--- config.mk ---
export PLATFORM = sky130hd
export DESIGN_NAME = approx_ha_mul_pipe_flat
export DESIGN_NICKNAME = d
export VERILOG_FILES = /design/src/rtl/approx_ha_mul_pipe_if.sv /design/src/rtl/approx_ha_mul_pipe.sv /design/src/flat_wrapper.sv
export SDC_FILE = /design/constraint.sdc
export NUM_CORES = 1
export LEC_CHECK = 0
export ABC_AREA = 1
export BUFFER_PORTS_ARGS = -buffer_cell sky130_fd_sc_hd__buf_2
export CORE_MARGIN = 4
export CORE_UTILIZATION = 40
export CTS_CLUSTER_DIAMETER = 40
export DETAILED_ROUTE_END_ITERATION = 12
export GPL_TIMING_DRIVEN = 0
export SKIP_LAST_GASP = 1
export SLEW_MARGIN = 25
export SYNTH_ARGS = -nofsm -noshare
export SYNTH_HDL_FRONTEND = slang
export SYNTH_SLANG_ARGS = --single-unit
--- constraint.sdc ---
create_clock -name clk -period 11.7 [get_ports clk]
set_input_delay 0.585 -clock clk [delete_from_list [all_inputs] [get_ports clk]]
set_output_delay 0.585 -clock clk [all_outputs]
set_load 0.1 [all_outputs]
--- src/rtl/approx_ha_mul_pipe_if.sv ---
// approx_ha_mul_pipe_if
//   Bundles the operand stream, the product stream and the mode-table write
//   port of approx_ha_mul_pipe.
//   master : producer/consumer side (drives operands, out_ready, cfg writes)
//   slave  : multiplier side (drives in_ready, out_valid, p)
//   Signals: in_valid/in_ready/x/y   operand beat handshake
//            out_valid/out_ready/p   product beat handshake
//            cfg_we/cfg_grp/cfg_col/cfg_mode  mode-table write port
interface approx_ha_mul_pipe_if #(
    parameter int WIDTH = 8
);
    localparam int G  = WIDTH / 2;
    localparam int GW = (G > 1) ? $clog2(G) : 1;
    localparam int CW = $clog2(WIDTH);

    logic               in_valid;
    logic               in_ready;
    logic [WIDTH-1:0]   x;
    logic [WIDTH-1:0]   y;
    logic               out_valid;
    logic               out_ready;
    logic [2*WIDTH-1:0] p;
    logic               cfg_we;
    logic [GW-1:0]      cfg_grp;
    logic [CW-1:0]      cfg_col;
    logic [1:0]         cfg_mode;

    modport master (
        output in_valid, x, y, out_ready, cfg_we, cfg_grp, cfg_col, cfg_mode,
        input  in_ready, out_valid, p
    );

    modport slave (
        input  in_valid, x, y, out_ready, cfg_we, cfg_grp, cfg_col, cfg_mode,
        output in_ready, out_valid, p
    );
endinterface

--- src/rtl/approx_ha_mul_pipe.sv ---
// approx_ha_mul_pipe
//   Three-stage approximate unsigned multiplier. Partial-product rows are
//   paired per group; each half-adder pair position uses a run-time mode
//   (EXACT / OR_SUM / ONLY_A / ELIM) from a writable mode table.
//   Ports: clk          rising-edge clock
//          rst_n        synchronous active-low reset
//          bus (slave)  operand/product handshakes and mode-table writes

// One row-pair group: rows a = y&x[2g], b = y&x[2g+1], combined pairwise.
module approx_ha_grp #(
    parameter int WIDTH = 8
) (
    input  logic                      xa,
    input  logic                      xb,
    input  logic [WIDTH-1:0]          y,
    input  logic [WIDTH-1:1][1:0]     mode,
    output logic [WIDTH:0]            t,
    output logic [WIDTH-2:0]          bo
);
    localparam int P = WIDTH - 1;

    logic [WIDTH-1:0] a, b;
    logic [P:1]       s, c;

    assign a = y & {WIDTH{xa}};
    assign b = y & {WIDTH{xb}};

    // Pair i adds a[i] and b[i-1] (b row is one column to the left).
    always_comb begin
        s = '0;
        c = '0;
        for (int i = 1; i <= P; i++) begin
            case (mode[i])
                2'b00:   begin s[i] = a[i] ^ b[i-1]; c[i] = a[i] & b[i-1]; end
                2'b01:   begin s[i] = a[i] | b[i-1]; c[i] = 1'b0;          end
                2'b10:   begin s[i] = 1'b0;          c[i] = a[i];          end
                default: begin s[i] = 1'b0;          c[i] = 1'b0;          end
            endcase
        end
    end

    // Carries of pairs 1..P-1 sit two columns above bo's base; the final
    // carry and the a[0] column fold into t.
    assign t  = {c[P], s, a[0]};
    assign bo = {b[WIDTH-1], c[P-1:1]};
endmodule

module approx_ha_mul_pipe #(
    parameter int WIDTH = 8
) (
    input  logic                   clk,
    input  logic                   rst_n,
    approx_ha_mul_pipe_if.slave    bus
);
    localparam int G  = WIDTH / 2;
    localparam int P  = WIDTH - 1;
    localparam int PW = 2 * WIDTH;
    localparam int GW = (G > 1) ? $clog2(G) : 1;
    localparam int CW = $clog2(WIDTH);

    logic [3:1]                 vld_pipe;
    logic [3:1]                 en;
    logic [G-1:0][P:1][1:0]     mode_q;

    logic [WIDTH-1:0]           x_q, y_q;
    logic [G-1:0][WIDTH:0]      t_d, t_q;
    logic [G-1:0][WIDTH-2:0]    bo_d, bo_q;
    logic [PW-1:0]              p_d, p_q;
    logic                       wr_ok;

    // A stage may advance when its successor advances or holds a bubble.
    assign en[3]        = bus.out_ready || !vld_pipe[3];
    assign en[2]        = en[3] || !vld_pipe[2];
    assign en[1]        = en[2] || !vld_pipe[1];
    assign bus.in_ready = en[1];
    assign bus.out_valid = vld_pipe[3];
    assign bus.p         = p_q;

    assign wr_ok = bus.cfg_we && (bus.cfg_col != '0) && (bus.cfg_col <= CW'(P))
                && ({1'b0, bus.cfg_grp} < (GW+1)'(G));

    always_ff @(posedge clk) begin
        if (!rst_n) begin
            vld_pipe <= '0;
            p_q      <= '0;
            mode_q   <= '0;
        end else begin
            if (en[1]) vld_pipe[1] <= bus.in_valid;
            if (en[2]) vld_pipe[2] <= vld_pipe[1];
            if (en[3]) vld_pipe[3] <= vld_pipe[2];
            if (en[3] && vld_pipe[2]) p_q <= p_d;
            if (wr_ok) mode_q[bus.cfg_grp][bus.cfg_col] <= bus.cfg_mode;
        end
    end

    // Datapath registers carry no reset; the valid bits qualify them.
    always_ff @(posedge clk) begin
        if (en[1] && bus.in_valid) begin
            x_q <= bus.x;
            y_q <= bus.y;
        end
        if (en[2] && vld_pipe[1]) begin
            t_q  <= t_d;
            bo_q <= bo_d;
        end
    end

    // Mode table is read combinationally as the beat leaves S1, so a write
    // in that same cycle only affects later beats.
    for (genvar g = 0; g < G; g++) begin : g_grp
        approx_ha_grp #(.WIDTH(WIDTH)) u_grp (
            .xa   (x_q[2*g]),
            .xb   (x_q[2*g+1]),
            .y    (y_q),
            .mode (mode_q[g]),
            .t    (t_d[g]),
            .bo   (bo_d[g])
        );
    end

    always_comb begin
        p_d = '0;
        for (int g = 0; g < G; g++)
            p_d = p_d + ((PW'(t_q[g]) + (PW'(bo_q[g]) << 2)) << (2 * g));
    end
endmodule

--- src/flat_wrapper.sv ---
// flat-port wrapper written by rule: the top's interface ports become plain ports
module approx_ha_mul_pipe_flat 
#(
    parameter int WIDTH = 8
)
  (clk, rst_n, bus_in_valid, bus_x, bus_y, bus_out_ready, bus_cfg_we, bus_cfg_grp, bus_cfg_col, bus_cfg_mode, bus_in_ready, bus_out_valid, bus_p);
  approx_ha_mul_pipe_if #(.WIDTH(WIDTH)) bus_i ();
  input  logic clk;
  input  logic rst_n;
  input wire logic [$bits(bus_i.in_valid)-1:0] bus_in_valid;
  input wire logic [$bits(bus_i.x)-1:0] bus_x;
  input wire logic [$bits(bus_i.y)-1:0] bus_y;
  input wire logic [$bits(bus_i.out_ready)-1:0] bus_out_ready;
  input wire logic [$bits(bus_i.cfg_we)-1:0] bus_cfg_we;
  input wire logic [$bits(bus_i.cfg_grp)-1:0] bus_cfg_grp;
  input wire logic [$bits(bus_i.cfg_col)-1:0] bus_cfg_col;
  input wire logic [$bits(bus_i.cfg_mode)-1:0] bus_cfg_mode;
  output wire logic [$bits(bus_i.in_ready)-1:0] bus_in_ready;
  output wire logic [$bits(bus_i.out_valid)-1:0] bus_out_valid;
  output wire logic [$bits(bus_i.p)-1:0] bus_p;
  assign bus_i.in_valid = bus_in_valid;
  assign bus_i.x = bus_x;
  assign bus_i.y = bus_y;
  assign bus_i.out_ready = bus_out_ready;
  assign bus_i.cfg_we = bus_cfg_we;
  assign bus_i.cfg_grp = bus_cfg_grp;
  assign bus_i.cfg_col = bus_cfg_col;
  assign bus_i.cfg_mode = bus_cfg_mode;
  assign bus_in_ready = bus_i.in_ready;
  assign bus_out_valid = bus_i.out_valid;
  assign bus_p = bus_i.p;
  approx_ha_mul_pipe #(.WIDTH(WIDTH)) u_core (.clk(clk), .rst_n(rst_n), .bus(bus_i));
endmodule
==> key figures, run 1 <==
Outcome
  – Status: finished, final reports clean

CTS
  – Num CTS Buffers: 17
  – Post-CTS Resized: 0
  – Postcts setup bufs: 0
  – Clock transition at path regs: roughly 0.070 ns
  – Clk sinks: 155
  – Clock tree buffer depth: 2
  – Hold_buf cts: 0
  – Worst skew pair latency: 0.44 ns
  – CTS tree: built
  – CTS root buf: clkbuf_16
  – H-tree Lvls: 4

Timing
  – Measured slew at the worst slew-check pin: around 0.76 ns
  – Slew headroom: 49.5%
  – Max Slew Vio Count: 0
  – RSZ-0062 raised after global routing: no
  – Setup TNS: 0 ns
  – Setup-failing EPs final: 0
  – Minimum clock period: around 4 ns
  – Crit share post-route: approximately 34%
  – Final Hold Viols: 0
  – Clock Skew: 0.0201 ns
  – Max Fclk: approximately 0.25 GHz

GRT
  – Number of antenna violations at the first check in global routing: 0
  – Vias in the first global route: between 6000 and 7000
  – Largest net degree at the start of global routing: between 50 and 60
  – Overall Global Routing Usage: ~17%
  – First-pass GRT wire length: ~34 mm
  – Total gr overflow: 0

Drt
  – Total number of vias: approximately 7000
  – Post-Route WL: 21.1 mm
  – WL/cell: about 14 microns
  – Via density: 4.84
  – Post-route ant nets: 0
  – Drt pass-1 iters: 5
  – Drt first-iter violations: between 300 and 400
  – DRC: 0

Yosys
  – Post-synth top area share: between 20% and 30%
  – Syn Inst Count: between 1000 and 1500
  – Synth warn: 0
  – Syn nets: about 1200
  – Synth area leader: edfxtp_1
  – Async set-reset flop share out of synthesis: 0%
  – Seq/Total Area, Yosys: 41.9%
  – Mean post-synth cell area: between 8 and 9 sq um
  – Synth area leaders: edfxtp_1, dfxtp_1, ha_1
  – Syn Std Cell Area: 9330 sq um
  – Number of synthesized flops with an enable pin: 80
  – Synth Register Bits: approximately 160
  – Main synth FF type: edfxtp_1
  – Distinct cell type count after synthesis: 30

Final layout
  – Area growth, synth to finish: 13.4%
  – Nets: around 1300
  – Area of the multi-input gates: between 4000 and 5000 sq um
  – FILL cells: 2209
  – Register area: between 3000 and 4000 sq um
  – Final Instance Area: about 11000 sq um
  – Most frequent cells in the layout: nand2_1, inv_1, a21oi_1, ha_1, nor2_1
  – Commonest non-fill, non-tap cell in the layout: nand2_1
  – Antenna diode count: 0
  – Layout cells sized above 1: under 10%

Placement
  – Number of port buffers: 43
  – Detailed Place HPWL: 15.8 mm
  – Placer Congestion: a little under 0.9
  – Placed cell area: roughly 10000 sq um

Hold path
  – Hold crit path type: in -> reg
  – Hold Crit Start: bus_x[3]

Worst setup path
  – Critical path class: reg -> reg
  – Worst Path Max Fanout: 4
  – CP startpoint kind: flop
  – Worst EP arrival: approximately 4.3 ns
  – Crit path from: u_core.bo_q[0]
  – Crit path top cell by count: nand2_1
  – Setup crit end kind: flop
  – Max incr delay on CP: 0.54 ns
  – Crit-path cells: ha_1 -> fa_1 -> nand3_1 -> nand3_1 -> nand2_1 -> nand2_1 -> a21oi_1 -> xor2_1 -> fa_1 -> fa_1 -> inv_1 -> ha_1 -> nand2_1 -> inv_1 -> nand2_1 -> nand2_1 -> nand2_1 -> nand3_1 -> nand2_1 -> nand2_1 -> o21ai_0 -> inv_1
  – Slowest cell on the critical path: fa_1
  – Required @ worst endpoint: ~12 ns
  – FF-to-FF Start: u_core.bo_q[0]

Floorplanning
  – Row Count: 55
  – DIE WIDTH: around 160 microns
  – I/O pin total: 46
  – Die Y: 161 microns
  – Initial core utilization: 40.9%
  – CORE AREA: around 23000 sq um
  – Die area: 25800 sq um

Run
  – Max cap viols: 0

Pwr
  – Worst IR Drop VDD: about 85 uV
  – Power, Total: 0.00166 W
  – Pleak: approximately 5 nW
  – Power Dens Cells: 157 nW/um^2
==> layer usage <==
metal  track usage, %  wire, microns
met3             3.00           1090
met4             4.77            294
met5                0              0
met1             23.4          10200
met2             26.7           9470
==> per-stage QoR <==
stage	setup slack [ns]	hold slack, ns	instances	util, %
floorplan	8.01	0.448	1091	-
global placement	7.69	0.460	1447	43.6
detailed placement	7.68	0.469	1448	43.7
CTS	7.64	0.301	1480	46.4
global route	7.31	0.300	1480	46.4
finish	7.68	0.316	1480	46.4
==> path summary, 6_finish.rpt <==
| kind | slack (ns) | cells after the start | end |
|---|---|---|---|
| worst max-delay path | 7.68 | 22 | u_core.bus.p[13] |
| worst min-delay path | 0.32 | 1 | u_core.x_q[3] |
| worst max register to register | 7.68 | 22 | u_core.bus.p[13] |
| worst min register to register | 0.48 | 2 | u_core.bus.p[5] |
==> worst max-delay path: cells and delay by family, from the launching register on <==
family | cells | cell delay, ns
buffers and inverters | 3 | 0.16
xor gates and xnor gates | 1 | 0.24
and+or+nand+nor | 11 | 0.83
AOI/OAI and AO/OA | 2 | 0.29
DFF | 1 | 0.37
adders and majority gates | 5 | 2.01
==> area by class of cell <==
| cell class | instances | area share [%] |
|---|---|---|
| Multi-Input combinational cell | 722 | 43.4 |
| Sequential cell | 155 | 36.9 |
| Inverter | 180 | 6.41 |
| Clock buffer | 17 | 4.02 |
| Tap cell | 313 | 3.70 |
| Timing Repair Buffer | 44 | 2.30 |
| Clock inverter | 15 | 1.77 |
| Buffer | 34 | 1.47 |
==> kinds of logic after synthesis <==
group	after synthesis	synth area share [%]
AND/OR/NAND/NOR	354	16.2
XOR/XNOR	25	2.35
buffers and inverters	214	8.91
AO/OA/AOI/OAI	219	12.7
flip-flops	155	41.9
adder cells (fa/ha/maj)	124	18.0
==> flip-flops by register name, summed over array words and instances (netlist names) <==
name	count
u_core.vld_pipe	3
u_core.mode_q	56
u_core.t_q	36
u_core.y_q	8
u_core.bo_q	28
u_core.bus.p	16
u_core.x_q	8
==> Yosys cell counts (3+ instances only) <==
master and n:
nand2_2 3, a21oi_1 107, nor3_2 3, buf_2 4, xnor2_1 11, fa_1 17
nor2_1 96, inv_2 7, nand3_1 46, o21ai_0 67, clkbuf_1 25, a211oi_1 28
nor2_2 3, inv_1 173, edfxtp_1 80, dfxtp_1 75, xor2_1 14, nand4_1 3
buf_6 3, nor3_4 5, o21ai_1 11, ha_1 107, nand2_1 191
==> power breakdown <==
part | switching, W | internal, W | leakage [nW]
combinational | 0.000317 | 0.000165 | 3.25
sequential | 0.00000833 | 0.000596 | 1.38
clock | 0.000246 | 0.000323 | 0.300
total | 0.000571 | 0.00108 | 4.93
No activity file was read; power rests on OpenSTA's default activity.
==> inputs of run 2 (changes only) <==
clock period = 4.09 ns   (was 11.7 ns; I/O delays follow)
==> run 2 against run 1 <==
  * Worst setup slack worse by 7.4 ns
  * Largest cell class unchanged
  * Sequential power rose to 2.9 times the previous value
  * Critical path type unchanged
  * Combinational power rose to 3.0 times the previous value
==> key figures, run 2 (synthesis results as in run 1) <==
Floorplanning
  – Initial core utilization: 40.9% (unchanged)
  – Die area: 25800 sq um (unchanged)
  – I/O pin total: 46 (unchanged)
  – CORE AREA: 22800 sq um (unchanged)
  – Row Count: 55 (unchanged)
  – DIE WIDTH: 161 microns (unchanged)
  – Die Y: 161 microns (unchanged)

Drt
  – Post-Route WL: 21.3 mm (was 21.1 mm)
  – Drt pass-1 iters: 5 (unchanged)
  – Drt first-iter violations: 409 (was 394)
  – WL/cell: 14.2 microns (about the same)
  – Via density: 4.84 (about the same)
  – Total number of vias: 7246 (was 7170)
  – Post-route ant nets: 0 (unchanged)
  – DRC: 0 (unchanged)

Pwr
  – Reg power frac: 35.8% (was 36.5%)
  – Combinational share of power: 30.4% (was 29.1%)
  – Clock Power Share: 33.8% (was 34.3%)
  – Power Dens Cells: 447 nW/um^2 (was 157 nW/um^2)
  – Switching fraction of total power: 34.7% (was 34.5%)
  – Pleak: 5.00 nW (was 4.93 nW)
  – Power, Total: 0.00483 W (was 0.00166 W)
  – Cell-internal power: 0.00316 W (was 0.00108 W)
  – Psw: 0.00168 W (was 0.000571 W)
  – Worst IR Drop VDD: 244 uV (was 84.7 uV)

Outcome
  – Status: finished, final reports clean (unchanged)

Worst setup path
  – Crit-path cells: ha_1 -> fa_1 -> nand3_1 -> nand3_1 -> a21o_1 -> a21oi_2 -> xor2_2 -> fa_1 -> inv_1 -> ha_1 -> ha_1 -> nand2_1 -> nor2_1 -> nand3_1 -> nand3_1 -> nor2_1 -> o21ai_0 -> inv_1 (was ha_1 -> fa_1 -> nand3_1 -> nand3_1 -> nand2_1 -> nand2_1 -> a21oi_1 -> xor2_1 -> fa_1 -> fa_1 -> inv_1 -> ha_1 -> nand2_1 -> inv_1 -> nand2_1 -> nand2_1 -> nand2_1 -> nand3_1 -> nand2_1 -> nand2_1 -> o21ai_0 -> inv_1)
  – Worst Path Max Fanout: 6 (was 4)
  – R2r setup slk: 0.28 ns (was 7.68 ns)
  – Reg2Reg Capture Point: u_core.bus.p[13] (unchanged)
  – Critical path class: reg -> reg (unchanged)
  – Max incr delay on CP: 0.45 ns (was 0.54 ns)
  – Slowest cell on the critical path: fa_1 (unchanged)
  – Worst path bufs/invs: 2 (was 3)
  – Crit path top cell by count: nand3_1 (was nand2_1)
  – Required @ worst endpoint: 4.41 ns (was 12.02 ns)
  – Cells on worst reg2reg path: 18 (was 22)
  – Family with the most delay on the worst path: adder cells (unchanged)
  – FF-to-FF Start: u_core.bo_q[7] (was u_core.bo_q[0])
  – Worst EP arrival: 4.13 ns (was 4.33 ns)
  – CP startpoint kind: flop (unchanged)
  – Setup crit end kind: flop (unchanged)

Final layout
  – Area growth, synth to finish: 15.8% (was 13.4%)
  – Register area: 3900 sq um (unchanged)
  – Layout cells sized above 1: 9.97% (was 9.17%)
  – Antenna diode count: 0 (unchanged)
  – Max reg flops: 56 (unchanged)
  – Largest regs: u_core.mode_q x56, u_core.t_q x36, u_core.bo_q x28 (unchanged)
  – Most frequent cells in the layout: nand2_1, inv_1, ha_1, a21oi_1, nor2_1 (was nand2_1, inv_1, a21oi_1, ha_1, nor2_1)
  – Area of the multi-input gates: 4650 sq um (was 4590 sq um)
  – Commonest non-fill, non-tap cell in the layout: nand2_1 (unchanged)
  – FILL cells: 2183 (was 2209)
  – Largest Register: u_core.mode_q (unchanged)
  – Nets: 1322 (was 1306)
  – Final Instance Area: 10800 sq um (was 10600 sq um)

Run
  – Max cap viols: 0 (unchanged)

Timing
  – Setup TNS: 0 ns (unchanged)
  – Slew headroom: 48.9% (was 49.5%)
  – Final Hold Viols: 0 (unchanged)
  – Setup-failing EPs final: 0 (unchanged)
  – Max Fclk: 0.262 GHz (was 0.249 GHz)
  – Clock Skew: 0.0201 ns (about the same)
  – Minimum clock period: 3.81 ns (was 4.02 ns)
  – RSZ-0062 raised after global routing: no (unchanged)
  – Max Slew Vio Count: 0 (unchanged)
  – Measured slew at the worst slew-check pin: 0.766 ns (was 0.757 ns)
  – Crit share post-route: 93.3% (was 34.3%)

Placement
  – Number of port buffers: 43 (unchanged)
  – Detailed Place HPWL: 15.8 mm (unchanged)
  – Placer Congestion: 0.870 (unchanged)
  – Placed cell area: 9960 sq um (unchanged)

CTS
  – H-tree Lvls: 4 (unchanged)
  – Num CTS Buffers: 17 (unchanged)
  – Postcts setup bufs: 0 (unchanged)
  – Worst skew pair latency: 0.44 ns (about the same)
  – Clock transition at path regs: 0.07 ns (about the same)
  – CTS root buf: clkbuf_16 (unchanged)
  – Clock tree buffer depth: 2 (unchanged)
  – Clk sinks: 155 (unchanged)
  – CTS tree: built (unchanged)

GRT
  – First-pass GRT wire length: 34.3 mm (was 34.1 mm)
  – Largest net degree at the start of global routing: 58 (unchanged)
  – Overall Global Routing Usage: 16.9% (was 16.8%)
  – Total gr overflow: 0 (unchanged)
  – Number of antenna violations at the first check in global routing: 0 (unchanged)
  – Vias in the first global route: 6768 (was 6711)

Hold path
  – Hold Crit Start: bus_out_ready (was bus_x[3])
  – Min-Delay Endpoint: u_core.vld_pipe[3] (was u_core.x_q[3])
  – Cells on Worst Hold Path: 4 (was 1)
  – Hold crit path type: in -> reg (unchanged)
[run 2: changes by cell type in the layout (fill, tap and decap cells not counted), moves of 2 or more]
cell | before | now
dlygate4sd3_1 | 0 | 16
a21oi_1 | 107 | 103
a21oi_2 | 0 | 3
ha_1 | 107 | 104
ha_2 | 0 | 2
xor2_1 | 14 | 12
xor2_2 | 0 | 2
[run 2: stage by stage]
| stage | instances | setup slack (ns) | hold slack, ns | utilization (%) |
|---|---|---|---|---|
| 2_1_floorplan | 1091 | 0.395 | 0.303 | - |
| 3_3_place_gp | 1447 | 0.0819 | 0.381 | 43.6 |
| 3_5_place_dp | 1448 | 0.0653 | 0.383 | 43.7 |
| 4_1_cts | 1496 | 0.0330 | 0.102 | 47.1 |
| 5_1_grt | 1496 | 0.0213 | 0.135 | 47.4 |
| 6_report | 1496 | 0.275 | 0.135 | 47.4 |
[run 2: final cells by class]
cell class | count | area share (%)
buffer | 34 | 1.44
clock buffer | 17 | 3.94
clock inverter | 15 | 1.74
inverter | 180 | 6.28
multi-input combinational | 722 | 43.1
sequential | 155 | 36.2
tap | 313 | 3.63
timing repair buffer | 60 | 3.73
[run 2: worst max-delay path by stage]
| stage | depth (start not counted) | endpoint | startpoint |
|---|---|---|---|
| 6_report | 18 | u_core.bus.p[13] | u_core.bo_q[7] |
| 5_1_grt | 23 | u_core.bus.p[15] | u_core.bo_q[0] |
| 4_1_cts | 22 | u_core.bus.p[13] | u_core.bo_q[0] |
| 3_5_place_dp | 22 | u_core.bus.p[13] | u_core.bo_q[0] |
| 3_3_place_gp | 22 | u_core.bus.p[13] | u_core.bo_q[0] |
| 2_1_floorplan | 22 | u_core.bus.p[13] | u_core.bo_q[0] |
[run 2: tightest hold or removal path: cells and delay by family]
| kind | cells | cell delay [ns] |
|---|---|---|
| buf+inv | 2 | 0.11 |
| simple gates | 1 | 0.11 |
| compound gates | 1 | 0.09 |
[run 2: power groups by stage]
stage | registers [W] | logic [W] | clock network (W)
final | 0.00173 | 0.00147 | 0.00163
after floorplan | 0.00185 | 0.000980 | 0
after global routing | 0.00173 | 0.00169 | 0.00173
after global placement | 0.00176 | 0.00135 | 0
after detailed placement | 0.00176 | 0.00138 | 0
after CTS | 0.00173 | 0.00140 | 0.00166
[run 2: layer usage]
layer | track usage, % | vias up | routed length, microns
met5 | 0 | - | 0
met3 | 3.00 | 21 | 1160
met4 | 4.77 | 0 | 331
li1 | - | 3729 | -
met1 | 23.6 | 3348 | 10300
met2 | 26.9 | 148 | 9480
[run 2: repair_timing]
item / 4_1_cts / 5_1_grt
resized for setup: 0 / 12
setup endpoints to repair: 0 / 7
hold buffers: 16 / 0
hold endpoints to repair: 16 / 0
